### src/rtl/lsu_unit.sv
// Load/store unit on FU slot 2: one byte-enabled memory transaction per op,
// followed by a single-cycle writeback/ROB completion.
//
// state | meaning
// IDLE  | no op in flight, ready to accept
// REQ   | memory request outstanding, waiting for mem_ack_i
// RESP  | completion cycle (cmp_valid_o, wb_valid_o for loads); can accept
module lsu_unit #(
  parameter int PREG_WIDTH = 6,
  parameter int ROB_WIDTH  = 6
) (
  input  logic                  clk_i,
  input  logic                  rst_i,
  input  logic                  issue_valid_i,
  input  logic                  issue_store_i,
  input  logic [2:0]            issue_funct3_i,
  input  logic [31:0]           issue_base_i,
  input  logic [31:0]           issue_src2_i,
  input  logic [31:0]           issue_imm_i,
  input  logic [PREG_WIDTH-1:0] issue_rd_i,
  input  logic [ROB_WIDTH-1:0]  issue_rob_i,
  output logic                  fu_ready_o,
  output logic                  mem_req_o,
  output logic                  mem_we_o,
  output logic [31:0]           mem_addr_o,
  output logic [3:0]            mem_be_o,
  output logic [31:0]           mem_wdata_o,
  input  logic                  mem_ack_i,
  input  logic [31:0]           mem_rdata_i,
  output logic                  wb_valid_o,
  output logic [PREG_WIDTH-1:0] wb_rd_o,
  output logic [31:0]           wb_data_o,
  output logic                  cmp_valid_o,
  output logic [ROB_WIDTH-1:0]  cmp_rob_o,
  output logic                  cmp_exc_o
);

  typedef enum logic [1:0] {IDLE, REQ, RESP} state_t;

  state_t                state_q;
  logic                  mem_req_q, mem_we_q;
  logic [31:0]           mem_addr_q, mem_wdata_q;
  logic [3:0]            mem_be_q;
  logic                  wb_valid_q, cmp_valid_q, cmp_exc_q;
  logic [PREG_WIDTH-1:0] wb_rd_q;
  logic [31:0]           wb_data_q;
  logic [ROB_WIDTH-1:0]  cmp_rob_q;
  logic                  op_store_q;
  logic [2:0]            op_funct3_q;
  logic [1:0]            op_ea_lo_q;
  logic [PREG_WIDTH-1:0] op_rd_q;
  logic [ROB_WIDTH-1:0]  op_rob_q;

  logic [31:0] ea_d, src_trunc_d, wdata_d, lane_d, load_d;
  logic [3:0]  size_mask_d, be_d;
  logic        legal_d, misalign_d, bad_d;

  assign fu_ready_o = (state_q == IDLE) || (state_q == RESP);

  always_comb begin
    ea_d        = issue_base_i + issue_imm_i;
    legal_d     = 1'b0;
    misalign_d  = 1'b0;
    size_mask_d = 4'b0000;
    src_trunc_d = 32'h0;
    if (issue_store_i)
      legal_d = issue_funct3_i inside {3'b000, 3'b001, 3'b010};
    else
      legal_d = issue_funct3_i inside {3'b000, 3'b001, 3'b010, 3'b100, 3'b101};
    case (issue_funct3_i[1:0])
      2'b00: begin
        size_mask_d = 4'b0001;
        src_trunc_d = {24'h0, issue_src2_i[7:0]};
      end
      2'b01: begin
        size_mask_d = 4'b0011;
        src_trunc_d = {16'h0, issue_src2_i[15:0]};
        misalign_d  = ea_d[0];
      end
      2'b10: begin
        size_mask_d = 4'b1111;
        src_trunc_d = issue_src2_i;
        misalign_d  = |ea_d[1:0];
      end
      default: begin
        size_mask_d = 4'b0000;
        src_trunc_d = 32'h0;
      end
    endcase
    be_d    = size_mask_d << ea_d[1:0];
    wdata_d = src_trunc_d << {ea_d[1:0], 3'b000};
    bad_d   = !legal_d || misalign_d;

    // Load lane extraction uses the offset captured at issue, not the live bus.
    lane_d = mem_rdata_i >> {op_ea_lo_q, 3'b000};
    case (op_funct3_q)
      3'b000:  load_d = {{24{lane_d[7]}}, lane_d[7:0]};
      3'b001:  load_d = {{16{lane_d[15]}}, lane_d[15:0]};
      3'b100:  load_d = {24'h0, lane_d[7:0]};
      3'b101:  load_d = {16'h0, lane_d[15:0]};
      default: load_d = lane_d;
    endcase
  end

  always_ff @(posedge clk_i or posedge rst_i) begin
    if (rst_i) begin
      state_q     <= IDLE;
      mem_req_q   <= 1'b0;
      mem_we_q    <= 1'b0;
      mem_addr_q  <= 32'h0;
      mem_be_q    <= 4'b0000;
      mem_wdata_q <= 32'h0;
      wb_valid_q  <= 1'b0;
      wb_rd_q     <= '0;
      wb_data_q   <= 32'h0;
      cmp_valid_q <= 1'b0;
      cmp_rob_q   <= '0;
      cmp_exc_q   <= 1'b0;
      op_store_q  <= 1'b0;
      op_funct3_q <= 3'b000;
      op_ea_lo_q  <= 2'b00;
      op_rd_q     <= '0;
      op_rob_q    <= '0;
    end else begin
      cmp_valid_q <= 1'b0;
      wb_valid_q  <= 1'b0;
      case (state_q)
        IDLE, RESP: begin
          if (issue_valid_i) begin
            if (bad_d) begin
              // Faulting ops skip memory and complete on the next cycle.
              state_q     <= RESP;
              cmp_valid_q <= 1'b1;
              cmp_exc_q   <= 1'b1;
              cmp_rob_q   <= issue_rob_i;
            end else begin
              state_q     <= REQ;
              mem_req_q   <= 1'b1;
              mem_we_q    <= issue_store_i;
              mem_addr_q  <= {ea_d[31:2], 2'b00};
              mem_be_q    <= be_d;
              mem_wdata_q <= wdata_d;
              op_store_q  <= issue_store_i;
              op_funct3_q <= issue_funct3_i;
              op_ea_lo_q  <= ea_d[1:0];
              op_rd_q     <= issue_rd_i;
              op_rob_q    <= issue_rob_i;
            end
          end else begin
            state_q <= IDLE;
          end
        end
        REQ: begin
          if (mem_ack_i) begin
            state_q     <= RESP;
            mem_req_q   <= 1'b0;
            cmp_valid_q <= 1'b1;
            cmp_exc_q   <= 1'b0;
            cmp_rob_q   <= op_rob_q;
            if (!op_store_q) begin
              wb_valid_q <= 1'b1;
              wb_rd_q    <= op_rd_q;
              wb_data_q  <= load_d;
            end
          end
        end
        default: state_q <= IDLE;
      endcase
    end
  end

  assign mem_req_o   = mem_req_q;
  assign mem_we_o    = mem_we_q;
  assign mem_addr_o  = mem_addr_q;
  assign mem_be_o    = mem_be_q;
  assign mem_wdata_o = mem_wdata_q;
  assign wb_valid_o  = wb_valid_q;
  assign wb_rd_o     = wb_rd_q;
  assign wb_data_o   = wb_data_q;
  assign cmp_valid_o = cmp_valid_q;
  assign cmp_rob_o   = cmp_rob_q;
  assign cmp_exc_o   = cmp_exc_q;

endmodule

### config.mk
export PLATFORM = sky130hd
export DESIGN_NAME = lsu_unit
export DESIGN_NICKNAME = d
export VERILOG_FILES = /design/src/rtl/lsu_unit.sv
export SDC_FILE = /design/constraint.sdc
export NUM_CORES = 1
export LEC_CHECK = 0
export ABC_CLOCK_PERIOD_IN_PS = 6300
export CAP_MARGIN = 20
export CORE_UTILIZATION = 50
export CTS_CLUSTER_DIAMETER = 30
export DETAILED_ROUTE_END_ITERATION = 7
export DONT_BUFFER_PORTS = 1
export GPL_TIMING_DRIVEN = 0
export PLACE_DENSITY_LB_ADDON = 0.05
export SYNTH_ARGS = -nofsm -noshare
export SYNTH_HDL_FRONTEND = slang
export SYNTH_SLANG_ARGS = --single-unit
### constraint.sdc
create_clock -name clk_i -period 6.3 [get_ports clk_i]
set_input_delay 0.945 -clock clk_i [delete_from_list [all_inputs] [get_ports clk_i]]
set_output_delay 0.945 -clock clk_i [all_outputs]
set_load 0.05 [all_outputs]
# After elaboration in Yosys (flattened, before gate mapping)
# Index checks and enable logic that the tools add are counted.
# word_totals
reg_bits,134
latch_bits,0
mem_bits_rw,0
rom_bits,0
input_bits,148
out_inout_bits,118
wordCells,80
n_memories,0
# classes
addsub,1
n_mul,0
n_div,0
magnitude_cmp,0
eq_ne,15
shifts,3
mux,27
bitwise_logic,2
reduce_logical,16
# op_table
op,n
$pmux 32 s4,1
$pmux 32 s3,1
$add 32x32->32,1
$shl 32x5->32,1
$shr 32x5->32,1
$mux 6,3
$eq 3x3->1 const B,4
$mux 1,12
$pmux 4 s3,1
$pmux 6 s2,1
$ne 2x2->1 const B,4
$pmux 1 s2,4
$reduce_and 4->1,2
$eq 3x1->1 const B,2
$logic_not 3->1,2
$mux 2,3
$reduce_and 3->1,2
$reduce_bool 5->1,1
$eq 2x1->1 const B,2
$eq 2x2->1 const B,2
$logic_not 2->1,2
$pmux 2 s2,1
$reduce_or 2->1,2
$shl 4x2->4,1
other kinds (6),8

# Longest topological paths before layout
# depth
ltp_word,8
mapped_depth,12
mapped_depth_nobuf,10

# Worst setup path before layout
# Ideal clock, no wire load.
# synth_path
path_kind,in2reg
start,in issue_base_i[0]
end,"reg mem_wdata_q[15], in the netlist mem_wdata_o[15]"
setup_time_ns,0.066
arrival_ns,2.990
required_time_ns,6.234
path_slack_ns,3.244
path_stages,12
n_path_buf,4
path_cell_list,ha_1 inv_1 fa_1 buf_2 nor2b_1 o21ai_1 and3b_1 buf_2 buf_2 buf_1 nand3_1 nand2_1
# synth_between
elab_chain_len,6
elab_cells_between_ends,7
cone_classes,1 x add/sub; 1 x shift; 1 x mux; 1 x bitwise; 3 x reduce/logical
# synth_rtl
item,line,rtl
start: declaration,17,"input logic [31:0] issue_base_i,"
$add 32x32->32 (*),61,ea_d = issue_base_i + issue_imm_i;
$reduce_or 2->1,83,misalign_d = |ea_d[1:0];
$pmux 1 s2,70,case (issue_funct3_i[1:0])
$logic_or 1x1->1,92,bad_d = !legal_d || misalign_d;
$not 1->1 (no line),n/a,
$reduce_and 3->1 (no line),n/a,
end signal: assignment,142,mem_wdata_q <= wdata_d;
end: declaration,42,"logic [31:0] mem_addr_q, mem_wdata_q;"
# Every way passes the cells marked *; elsewhere a longest branch is shown, timed or not.
# A chain may end at the register's enable or synchronous reset.

# Worst setup path in the final report
# layout_path
start,in issue_base_i[0]
end,"reg mem_wdata_q[20], in the netlist mem_wdata_o[20]"
# Same word-level chain as after synthesis.

==> reports/metrics.csv <==
stage,metric,value,unit
synthesis,synth unique cells,64,
min_path,Tightest Hold Check Type,input pin to asynchronous set/reset pin,
floorplan,DIE AREA,0.0164,mm²
grt,vias in the first global route,6983,
sta,Slew Limit Fails,0,
synthesis,fraction of registers with async set/reset,100,%
worst_setup_path,origin of the critical flop-to-flop path,state_q[0],
grt,global-route wire length before repair,36700,µm
floorplan,Core ar.,0.0154,mm²
sta,Fin Hold WS,0.363,ns
worst_setup_path,CP endpoint kind,flip-flop,
worst_setup_path,required time worst endpoint,6.61,ns
floorplan,DIE WIDTH,128,µm
worst_setup_path,R2R cell count,7,
detailed_routing,met3 WL,2140,µm
sta,RSZ-0062 raised after global routing,no,
placed_design,dpl cells,1157,
sta,Worst slew margin,29.3,%
clock_network,Clock Latency Late Sink,0.43,ns
synthesis,Post-synth EDFFs,0,
synthesis,Yosys reg bits,134,
grt,GRT Resource Usage Total,29.2,%
detailed_routing,highest metal used,met4,
status,status,completed,
synthesis,Syn Std Cell Area,0.00794,mm²
detailed_routing,routed len/inst,20.0,µm
cells_and_area,Syn-to-layout area delta,11.3,%
synthesis,ys flop type,dfrtp_1,
placed_design,IO buf count,0,
power_and_ir_drop,PnR Total Power,4.24,mW
power_and_ir_drop,P per Cell Area,480,mW/mm²
detailed_routing,Post-Route M1 WL,9310,µm
flow_run,MaxCap Viol Count,0,
sta,Worst-Margin Slew,1.06,ns
clock_network,Worst-path clk slew,0.06,ns
worst_setup_path,highest net fanout along the worst path,10,
clock_network,Clock Path Buffers,2,
floorplan,row count,45,
clock_network,setup bufs post-CTS,0,
floorplan,Initial Util,51.6,%
synthesis,Syn. warnings,0,
worst_setup_path,Setup CP Type,input pin to flip-flop,
sta,FMAX,287,MHz
worst_setup_path,CP Launch Type,input pin,
power_and_ir_drop,VDD IR max,235,µV
detailed_routing,Detail Route Antenna Nets,0,
sta,final hold viol count,0,
worst_setup_path,Reg2Reg Setup Slack,3.71,ns
clock_network,CTS tree,built,
sta,setup TNS,0,ns
clock_network,CTS Root Cell,clkbuf_16,
detailed_routing,DRT Pass-1 Iters,5,
grt,global route total overflow,0,
detailed_routing,DR iter-0 viols,481,
sta,period utilisation layout,55.3,%
cells_and_area,Final #Nets,1150,
floorplan,Top-Level Pins,266,
grt,initial antenna violation count,0,
detailed_routing,routed length on met2,11500,µm
sta,final setup skew,0.00998,ns
clock_network,Post-CTS Hold Fix Bufs,0,
detailed_routing,DRC,0,
placed_design,DP HPWL,18300,µm
worst_setup_path,Reg-to-Reg End,mem_wdata_o[25],
cells_and_area,ant diodes,0,
detailed_routing,WL final,23800,µm
clock_network,htree depth,4,
detailed_routing,Avg Vias per Cell,6.09,
synthesis,Cells after Synth,943,
power_and_ir_drop,Leak,4.00,nW
clock_network,clock buffer count from CTS,17,
cells_and_area,non-filler instance count after layout,1188,
floorplan,Die Height,128,µm
grt,pin count of the biggest net entering global routing,99,
placed_design,Final GP Congestion,0.929,
worst_setup_path,Worst Path Arrival,3.79,ns
synthesis,"Avg Cell Area, Syn",8.42,µm²
synthesis,sequential share of the synthesized area,42.3,%
detailed_routing,via count,7233,
sta,crit path time final,3.48,ns
clock_network,Sink Count,134,
sta,final number of setup-violating endpoints,0,
cells_and_area,layout cells sized above 1,7.06,%
clock_network,CTS resizes,0,
[stage by stage]
step | cell area, µm² | setup WS, ns | util, %
floorplan | 7940 | 1.77 | -
global placement | 8200 | 0.433 | 53.4
detailed placement | 8250 | 2.38 | 53.7
CTS | 8830 | 2.84 | 57.5
global route | 8830 | 2.62 | 57.5
finish | 8830 | 2.82 | 57.5
[critical path, cell delays in order]
cell      delay [ns]
ha_1            0.14
inv_1           0.05
fa_1            0.52
buf_2           0.24
nor2b_1         0.07
o21ai_1         0.27
nand4_1         0.44
buf_2           0.37
buf_1           0.31
a221oi_1        0.35
nor2_1          0.07
[flip-flops by register name (all words and copies together), names as in the netlist]
register     cells
cmp_exc_o        1
op_rd_q          6
state_q          2
op_ea_lo_q       2
cmp_rob_o        6
op_rob_q         6
cmp_valid_o      1
mem_be_o         4
wb_valid_o       1
wb_rd_o          6
op_funct3_q      3
mem_addr_o      30
wb_data_o       32
op_store_q       1
mem_wdata_o     32
mem_req_o        1
[placed cells by master (no fill, tap or decap), types with 6 or more instances in the layout]
master,Yosys,layout
ha_1,36,36
o22ai_1,7,7
nor3_1,10,10
o221ai_1,10,10
buf_1,12,12
nor2b_1,6,6
or3_1,6,6
a221oi_1,9,9
clkbuf_1,32,33
xor2_1,11,11
o21ai_1,9,9
nand3_1,23,23
o211ai_1,8,8
a21o_1,12,12
clkbuf_16,0,17
inv_1,15,14
mux2_2,9,9
a21oi_1,83,83
nand2_1,214,214
o21ai_0,55,55
nor2_1,80,80
o31ai_1,8,8
a22oi_1,7,7
mux2i_1,31,31
o21a_1,15,15
dfrtp_1,134,134
xnor2_1,9,9
nand4_1,9,9
buf_2,14,14
[cells in the mapped netlist (10+ instances only)]
library cell / n / area [µm²]
xor2_1: 11 / 96.3
buf_1: 12 / 45.0
o221ai_1: 10 / 87.6
o21ai_0: 55 / 275
a21o_1: 12 / 90.1
nand3_1: 23 / 115
dfrtp_1: 134 / 3350
a21oi_1: 83 / 415
ha_1: 36 / 450
o21a_1: 15 / 113
nand2_1: 214 / 803
nor2_1: 80 / 300
clkbuf_1: 32 / 120
nor3_1: 10 / 50.1
inv_1: 15 / 56.3
mux2i_1: 31 / 310
buf_2: 14 / 70.1
[cell families (layout without fill, tap and decap cells)]
group                      after synthesis  count (layout)  synth area share, %
xor gates and xnor gates                20              20                 2.21
AOI/OAI and AO/OA                      252             252                 19.7
other                                    1               2               0.0473
adders and majority gates               37              37                 5.93
buffers and inverters                   76             109                 3.93
and+or+nand+nor                        383             383                 20.8
muxes                                   40              40                 5.19
DFF                                    134             134                 42.3
[worst max-delay path by stage]
stage                       to  cells after the start            start
4_1_cts        mem_wdata_o[22]                     11  issue_base_i[0]
5_1_grt         mem_wdata_o[7]                     12  issue_base_i[0]
3_5_place_dp   mem_wdata_o[22]                     11  issue_base_i[0]
6_report       mem_wdata_o[20]                     11  issue_base_i[0]
2_1_floorplan        cmp_exc_o                      1            rst_i
3_3_place_gp    mem_addr_o[14]                      1            rst_i
[final cells by class]
| cell class | count | area [µm²] |
|---|---|---|
| inverters | 15 | 61.3 |
| fillers | 1442 | 6540 |
| flip-flops and latches | 134 | 3350 |
| clock buffers | 19 | 443 |
| multi-input cells | 734 | 4280 |
| clock inverters | 12 | 143 |
| plain buffers | 61 | 255 |
| well taps | 211 | 264 |
| repair buffers | 2 | 37.5 |
[routing by layer]
metal	up-vias	GRT usage (%)
li1	3358	-
met1	3437	34.7
met2	377	48.3
met3	61	8.60
met4	0	14.7
met5	-	0
[power breakdown]
group	switching [mW]	internal, mW	total, mW
combinational	0.517	0.336	0.853
sequential	1.24	1.15	2.39
clock	0.398	0.598	0.996
(Power assumes the default switching activity.)
